$ cat src/rtl/wt_dcache_rd_arb_pkg.sv
// wt_dcache_rd_arb_pkg: shared dcache geometry, read-arbiter constants and compare-stage record
package wt_dcache_rd_arb_pkg;
  localparam int unsigned DCACHE_TAG_WIDTH = 20;
  localparam int unsigned DCACHE_CL_IDX_WIDTH = 8;
  localparam int unsigned DCACHE_OFFSET_WIDTH = 6;
  localparam int unsigned DCACHE_RD_PORTS = 3;
  localparam int unsigned DCACHE_RD_STARVE_LIMIT = 16;
  typedef struct packed {
    logic vld;
    logic [DCACHE_RD_PORTS-1:0] port;
    logic [DCACHE_TAG_WIDTH-1:0] tag;
    logic [DCACHE_CL_IDX_WIDTH-1:0] idx;
    logic [DCACHE_OFFSET_WIDTH-1:0] off;
    logic tag_only;
  } dcache_rd_cmp_t;
endpackage

$ cat src/rtl/wt_dcache_rd_arb_if.sv
// wt_dcache_rd_arb_if: per-client read request bundle and one-hot ack
interface wt_dcache_rd_arb_if
  import wt_dcache_rd_arb_pkg::*;
#(
  parameter int unsigned NumPorts = DCACHE_RD_PORTS,
  parameter int unsigned TagWidth = DCACHE_TAG_WIDTH,
  parameter int unsigned IdxWidth = DCACHE_CL_IDX_WIDTH,
  parameter int unsigned OffWidth = DCACHE_OFFSET_WIDTH
);
  logic [NumPorts-1:0] rd_req;
  logic [NumPorts-1:0] rd_prio;
  logic [NumPorts-1:0] rd_tag_only;
  logic [NumPorts-1:0][TagWidth-1:0] rd_tag;
  logic [NumPorts-1:0][IdxWidth-1:0] rd_idx;
  logic [NumPorts-1:0][OffWidth-1:0] rd_off;
  logic [NumPorts-1:0] rd_ack;
  modport master (output rd_req, rd_prio, rd_tag_only, rd_tag, rd_idx, rd_off, input rd_ack);
  modport slave (input rd_req, rd_prio, rd_tag_only, rd_tag, rd_idx, rd_off, output rd_ack);
endinterface

$ cat src/rtl/wt_dcache_rr_arb.sv
// wt_dcache_rr_arb: masked round-robin priority encoder, lowest request at or above ptr wins
module wt_dcache_rr_arb #(
  parameter int unsigned N = 3,
  localparam int unsigned PW = N > 1 ? $clog2(N) : 1
) (
  input  logic [N-1:0]  req,
  input  logic [PW-1:0] ptr,
  output logic [N-1:0]  gnt
);
  logic [N-1:0] mask;
  logic [N-1:0] masked;
  always_comb begin
    mask = '0;
    for (int i = 0; i < N; i++) mask[i] = i >= int'(ptr);
    masked = req & mask;
    gnt = |masked ? masked & (~masked + N'(1)) : req & (~req + N'(1));
  end
endmodule

$ cat src/rtl/wt_dcache_rd_arb.sv
// wt_dcache_rd_arb: dcache read-port arbiter with priority classes, starvation escalation
// and a one-cycle compare stage that flags refill collisions for replay.
module wt_dcache_rd_arb
  import wt_dcache_rd_arb_pkg::*;
#(
  parameter int unsigned NumPorts = DCACHE_RD_PORTS,
  parameter int unsigned TagWidth = DCACHE_TAG_WIDTH,
  parameter int unsigned IdxWidth = DCACHE_CL_IDX_WIDTH,
  parameter int unsigned OffWidth = DCACHE_OFFSET_WIDTH,
  parameter int unsigned StarveLimit = DCACHE_RD_STARVE_LIMIT
) (
  input  logic                clk_i,
  input  logic                rst_ni,
  wt_dcache_rd_arb_if.slave   rd,
  input  logic                wr_cl_vld_i,
  input  logic [IdxWidth-1:0] wr_cl_idx_i,
  output logic                mem_rd_en_o,
  output logic                mem_tag_only_o,
  output logic [IdxWidth-1:0] mem_idx_o,
  output logic [OffWidth-1:0] mem_off_o,
  output logic [NumPorts-1:0] cmp_vld_o,
  output logic [TagWidth-1:0] cmp_tag_o,
  output logic [OffWidth-1:0] cmp_off_o,
  output logic                cmp_kill_o,
  output logic [NumPorts-1:0] escalated_o
);
  localparam int unsigned PW = NumPorts > 1 ? $clog2(NumPorts) : 1;
  localparam int unsigned CW = $clog2(StarveLimit + 1);
  typedef struct packed {
    logic vld;
    logic [NumPorts-1:0] port;
    logic [TagWidth-1:0] tag;
    logic [IdxWidth-1:0] idx;
    logic [OffWidth-1:0] off;
  } cmp_t;
  logic [PW-1:0] rr_ptr;
  logic [PW-1:0] gidx;
  logic [NumPorts-1:0][CW-1:0] cnt;
  logic [NumPorts-1:0] esc;
  logic [NumPorts-1:0] hi_req;
  logic [NumPorts-1:0] gnt_hi;
  logic [NumPorts-1:0] gnt_all;
  logic [NumPorts-1:0] gnt;
  cmp_t stage;
  always_comb begin
    esc = '0;
    for (int i = 0; i < NumPorts; i++) esc[i] = cnt[i] == CW'(StarveLimit);
  end
  assign hi_req = rd.rd_req & (rd.rd_prio | esc);
  wt_dcache_rr_arb #(.N(NumPorts)) u_arb_hi (.req(hi_req), .ptr(rr_ptr), .gnt(gnt_hi));
  wt_dcache_rr_arb #(.N(NumPorts)) u_arb_all (.req(rd.rd_req), .ptr(rr_ptr), .gnt(gnt_all));
  // A refill owns the arrays this cycle, so it suppresses every grant.
  assign gnt = (!rst_ni || wr_cl_vld_i) ? '0 : |hi_req ? gnt_hi : gnt_all;
  always_comb begin
    gidx = '0;
    for (int i = 0; i < NumPorts; i++) if (gnt[i]) gidx = PW'(i);
  end
  assign rd.rd_ack = gnt;
  assign mem_rd_en_o = |gnt;
  assign mem_tag_only_o = rd.rd_tag_only[gidx];
  assign mem_idx_o = rd.rd_idx[gidx];
  assign mem_off_o = rd.rd_off[gidx];
  assign cmp_vld_o = (rst_ni && stage.vld) ? stage.port : '0;
  assign cmp_tag_o = rst_ni ? stage.tag : '0;
  assign cmp_off_o = rst_ni ? stage.off : '0;
  assign cmp_kill_o = rst_ni && stage.vld && wr_cl_vld_i && wr_cl_idx_i == stage.idx;
  assign escalated_o = rst_ni ? esc : '0;
  always_ff @(posedge clk_i) begin
    if (!rst_ni) begin
      rr_ptr <= '0;
      cnt <= '0;
      stage <= '0;
    end else begin
      if (|gnt) rr_ptr <= gidx == PW'(NumPorts - 1) ? '0 : gidx + PW'(1);
      for (int i = 0; i < NumPorts; i++)
        cnt[i] <= (!rd.rd_req[i] || gnt[i]) ? '0 :
                  (!rd.rd_prio[i] && cnt[i] != CW'(StarveLimit)) ? cnt[i] + CW'(1) : cnt[i];
      stage.vld <= |gnt;
      if (|gnt) begin
        stage.port <= gnt;
        stage.tag <= rd.rd_tag[gidx];
        stage.idx <= rd.rd_idx[gidx];
        stage.off <= rd.rd_off[gidx];
      end
    end
  end
endmodule

$ cat src/flat_wrapper.sv
// flat-port wrapper written by rule: the top's interface ports become plain ports
module wt_dcache_rd_arb_flat import wt_dcache_rd_arb_pkg::*;
#(
  parameter int unsigned NumPorts = DCACHE_RD_PORTS,
  parameter int unsigned TagWidth = DCACHE_TAG_WIDTH,
  parameter int unsigned IdxWidth = DCACHE_CL_IDX_WIDTH,
  parameter int unsigned OffWidth = DCACHE_OFFSET_WIDTH,
  parameter int unsigned StarveLimit = DCACHE_RD_STARVE_LIMIT
)
  (clk_i, rst_ni, wr_cl_vld_i, wr_cl_idx_i, mem_rd_en_o, mem_tag_only_o, mem_idx_o, mem_off_o, cmp_vld_o, cmp_tag_o, cmp_off_o, cmp_kill_o, escalated_o, rd_rd_req, rd_rd_prio, rd_rd_tag_only, rd_rd_tag, rd_rd_idx, rd_rd_off, rd_rd_ack);
  wt_dcache_rd_arb_if #(.NumPorts(NumPorts), .TagWidth(TagWidth), .IdxWidth(IdxWidth), .OffWidth(OffWidth)) rd_i ();
  input  logic clk_i;
  input  logic rst_ni;
  input  logic wr_cl_vld_i;
  input  logic [IdxWidth-1:0] wr_cl_idx_i;
  output logic mem_rd_en_o;
  output logic mem_tag_only_o;
  output logic [IdxWidth-1:0] mem_idx_o;
  output logic [OffWidth-1:0] mem_off_o;
  output logic [NumPorts-1:0] cmp_vld_o;
  output logic [TagWidth-1:0] cmp_tag_o;
  output logic [OffWidth-1:0] cmp_off_o;
  output logic cmp_kill_o;
  output logic [NumPorts-1:0] escalated_o;
  input wire logic [$bits(rd_i.rd_req)-1:0] rd_rd_req;
  input wire logic [$bits(rd_i.rd_prio)-1:0] rd_rd_prio;
  input wire logic [$bits(rd_i.rd_tag_only)-1:0] rd_rd_tag_only;
  input wire logic [$bits(rd_i.rd_tag)-1:0] rd_rd_tag;
  input wire logic [$bits(rd_i.rd_idx)-1:0] rd_rd_idx;
  input wire logic [$bits(rd_i.rd_off)-1:0] rd_rd_off;
  output wire logic [$bits(rd_i.rd_ack)-1:0] rd_rd_ack;
  assign rd_i.rd_req = rd_rd_req;
  assign rd_i.rd_prio = rd_rd_prio;
  assign rd_i.rd_tag_only = rd_rd_tag_only;
  assign rd_i.rd_tag = rd_rd_tag;
  assign rd_i.rd_idx = rd_rd_idx;
  assign rd_i.rd_off = rd_rd_off;
  assign rd_rd_ack = rd_i.rd_ack;
  wt_dcache_rd_arb #(.NumPorts(NumPorts), .TagWidth(TagWidth), .IdxWidth(IdxWidth), .OffWidth(OffWidth), .StarveLimit(StarveLimit)) u_core (.clk_i(clk_i), .rst_ni(rst_ni), .rd(rd_i), .wr_cl_vld_i(wr_cl_vld_i), .wr_cl_idx_i(wr_cl_idx_i), .mem_rd_en_o(mem_rd_en_o), .mem_tag_only_o(mem_tag_only_o), .mem_idx_o(mem_idx_o), .mem_off_o(mem_off_o), .cmp_vld_o(cmp_vld_o), .cmp_tag_o(cmp_tag_o), .cmp_off_o(cmp_off_o), .cmp_kill_o(cmp_kill_o), .escalated_o(escalated_o));
endmodule
$ cat config.mk
export PLATFORM = sky130hd
export DESIGN_NAME = wt_dcache_rd_arb_flat
export DESIGN_NICKNAME = d
export VERILOG_FILES = /design/src/rtl/wt_dcache_rd_arb_pkg.sv /design/src/rtl/wt_dcache_rd_arb_if.sv /design/src/rtl/wt_dcache_rr_arb.sv /design/src/rtl/wt_dcache_rd_arb.sv /design/src/flat_wrapper.sv
export SDC_FILE = /design/constraint.sdc
export NUM_CORES = 1
export LEC_CHECK = 0
export ABC_AREA = 0
export BUFFER_PORTS_ARGS = -buffer_cell sky130_fd_sc_hd__buf_2
export CORE_ASPECT_RATIO = 1.4
export CORE_UTILIZATION = 49
export DETAILED_ROUTE_END_ITERATION = 8
export PLACE_DENSITY = 0.84
export SLEW_MARGIN = 20
export SYNTH_ARGS = -nofsm -noshare
export SYNTH_HDL_FRONTEND = slang
export SYNTH_HIERARCHICAL = 1
export SYNTH_SLANG_ARGS = --single-unit
$ cat constraint.sdc
create_clock -name clk_i -period 8.5 [get_ports clk_i]
set_input_delay 1.7 -clock clk_i [delete_from_list [all_inputs] [get_ports clk_i]]
set_output_delay 1.7 -clock clk_i [all_outputs]
set_load 0.01 [all_outputs]
==> reports/metrics.yaml <==
max-slew-margin-rel_pct: 47.4
fp.dieH_um: 99.8
synth_cell_types: 50
dp.cells: 642
grt_pass1_wl_um: 15200
drive_gt1_share_pct: 36.7
cts.sinks: 55
ys.flop_type: "dfxtp_1"
synthArstFlopShare_pct: 0
ys_warn_count: 6
coreArea_um2: 6610
ctsResizeCount: 0
fp.dieArea_um2: 7170
synthCells: 402
worstSetupEndpointType: "output pin"
drtIter0Drc: 332
initial_core_util_pct: 50.7
worst_ep_arrival_time_ns: 4.47
period_minus_slack_ns: 6.17
cts_max_level: 2
stdcell_count: 651
antenna_left: 0
crit_type: "input pin to output pin"
drc: 0
antenna_found_initial: 0
wl_um: 9730
vias: 3672
cts.path.max_buffers: 2
ys_ff_latch: 55
stdcell_area_um2: 4340
outcome: "completed"
n_antenna_cell: 0
placed_area_um2: 4250
post_cts_buffers: 0
hold_viol: 0
fin_worst_skew_ns: 0.0134
area_growth_pct: 29.7
total_power_uw: 606
grt_max_degree: 51
syn_nets: 530
path_clk_slew_ns: 0.10
tightest_slew_ns: 0.786
yosys-top-cells-area: "dfxtp_1 33%, a222oi_1 6.0%, nor2_1 5.7%"
cts_buffers: 5
grt_use_total_pct: 26.1
min_period_over_period_pct: 72.6
p_leak_uw: 0.00198
cts_hold_buf: 0
fmax_mhz: 162
drv_cap: 0
post_drt_wl_per_cell_um: 14.9
portBuffers: 173
place.gp.congestion: 0.912
gr-total-overflow: 0
clockRootBuffer: "clkbuf_8"
startpoint_type: "input pin"
grt_setup_unrepaired: "false"
setup_tns_ns: 0
finalSetupViolations: 0
cts_tree: "done"
syn-cell-area_um2: 3350
cp.required_ns: 6.80
die_w_um: 71.9
clock_latency_ns: 0.30
dp_hpwl_um: 7030
worst-path-max-fanout: 22
firstDrtPassIters: 7
grt_pass1_vias: 3382
ir_worst_vdd_uv: 97.8
io_pins: 174
routed_via_density: 5.64
rows: 35
slew_viol_final: 0
hold_path_class: "flip-flop to flip-flop"
nets: 686
synth_seq_area_share_pct: 32.9
avgSynthCellArea_um2: 8.33
yosysTopAreaCell: "dfxtp_1"
pwr_density_cell_nw_per_um2: 139
synth_top_area_share_pct: 32.9
synth_edf_count: 0
==> cell usage after synthesis (all sizes together), types with 8 or more instances <==
master	instances
clkbuf	16
and2	29
nor2	52
dfxtp	55
buf	12
a21oi	24
nor3	27
inv	18
o22ai	8
xnor2	13
nor2b	13
xor2	9
a222oi	20
nor3b	9
a221oi	11
nand2	13
==> layer usage <==
layer	vias up	global-route usage (%)	wire length [µm]	share of wire, %
li1	1792	-	-	-
met1	1708	28.5	3800	39
met2	166	51.5	5360	55
met3	6	3.21	490	5.0
met4	0	7.09	80	0.82
met5	-	0	0	0
==> logic make-up after synthesis <==
kind of cell,count (synthesis),synth area share [%]
fa+ha+maj,6,2.24
mux,4,1.38
flops,55,32.9
xor+xnor,22,5.75
simple gates,172,29.0
compound gates,97,22.8
buf+inv,46,5.98
==> state kept, by name (all words and copies together) (netlist names) <==
signal         count
u_core/cnt        15
u_core/rr_ptr      2
u_core/stage      38
==> cell usage in the layout (no fill, tap or decap), types with 9 or more instances in the layout <==
| master | instances |
|---|---|
| dfxtp_1 | 55 |
| nor2b_1 | 11 |
| a222oi_1 | 20 |
| a221oi_1 | 9 |
| nand2_1 | 13 |
| xor2_1 | 9 |
| nor3b_1 | 9 |
| nor2_1 | 51 |
| buf_2 | 173 |
| xnor2_1 | 13 |
| inv_1 | 13 |
| and2_1 | 29 |
| nor3_1 | 26 |
| a21oi_1 | 24 |
==> metrics by stage <==
| stage | util (%) | hold WS [ns] | setup WS [ns] |
|---|---|---|---|
| floorplan | - | 0.431 | 3.19 |
| global placement | 64.3 | 0.443 | 2.56 |
| detailed placement | 64.3 | 0.449 | 2.39 |
| CTS | 65.5 | 0.466 | 2.38 |
| global route | 65.7 | 0.506 | 2.03 |
| finish | 65.7 | 0.464 | 2.33 |
==> cell type report <==
class / count / area, µm²
inverter: 18 / 67.6
timing repair buffer: 177 / 900
multi-input combinational: 301 / 2080
fill: 559 / 2270
clock buffer: 7 / 76.3
sequential: 55 / 1100
tap: 92 / 115
clock inverter: 1 / 5.00
==> power by group <==
| group | internal (µW) | total (µW) | switching, µW |
|---|---|---|---|
| Combinational | 80.1 | 171 | 91.1 |
| Clock | 58.1 | 140 | 81.8 |
| Sequential | 284 | 294 | 10.3 |
==> final timing paths <==
| check | from | endpoint | slack (ns) | cells after the start |
|---|---|---|---|---|
| worst max-delay path | rd_rd_prio[2] | mem_idx_o[6] | 2.33 | 10 |
| worst min-delay path | u_core/stage[36]$_SDFFE_PN0P_ | u_core/stage[36]$_SDFFE_PN0P_ | 0.46 | 2 |
| worst max register to register | u_core/cnt[5]$_SDFFE_PP0P_ | u_core/stage[12]$_SDFFE_PN0P_ | 4.82 | 12 |
| worst min register to register | u_core/stage[36]$_SDFFE_PN0P_ | u_core/stage[36]$_SDFFE_PN0P_ | 0.46 | 2 |
==> critical path, cell delays in order <==
cell and delay, ns:
buf_2 0.12, o21ai_2 0.22, inv_2 0.12, a221oi_1 0.63, nand2_1 0.24, a31oi_1 0.43
or2_2 0.51, a221oi_1 0.22, nor2_1 0.15, buf_2 0.14
(Power assumes the default switching activity.)
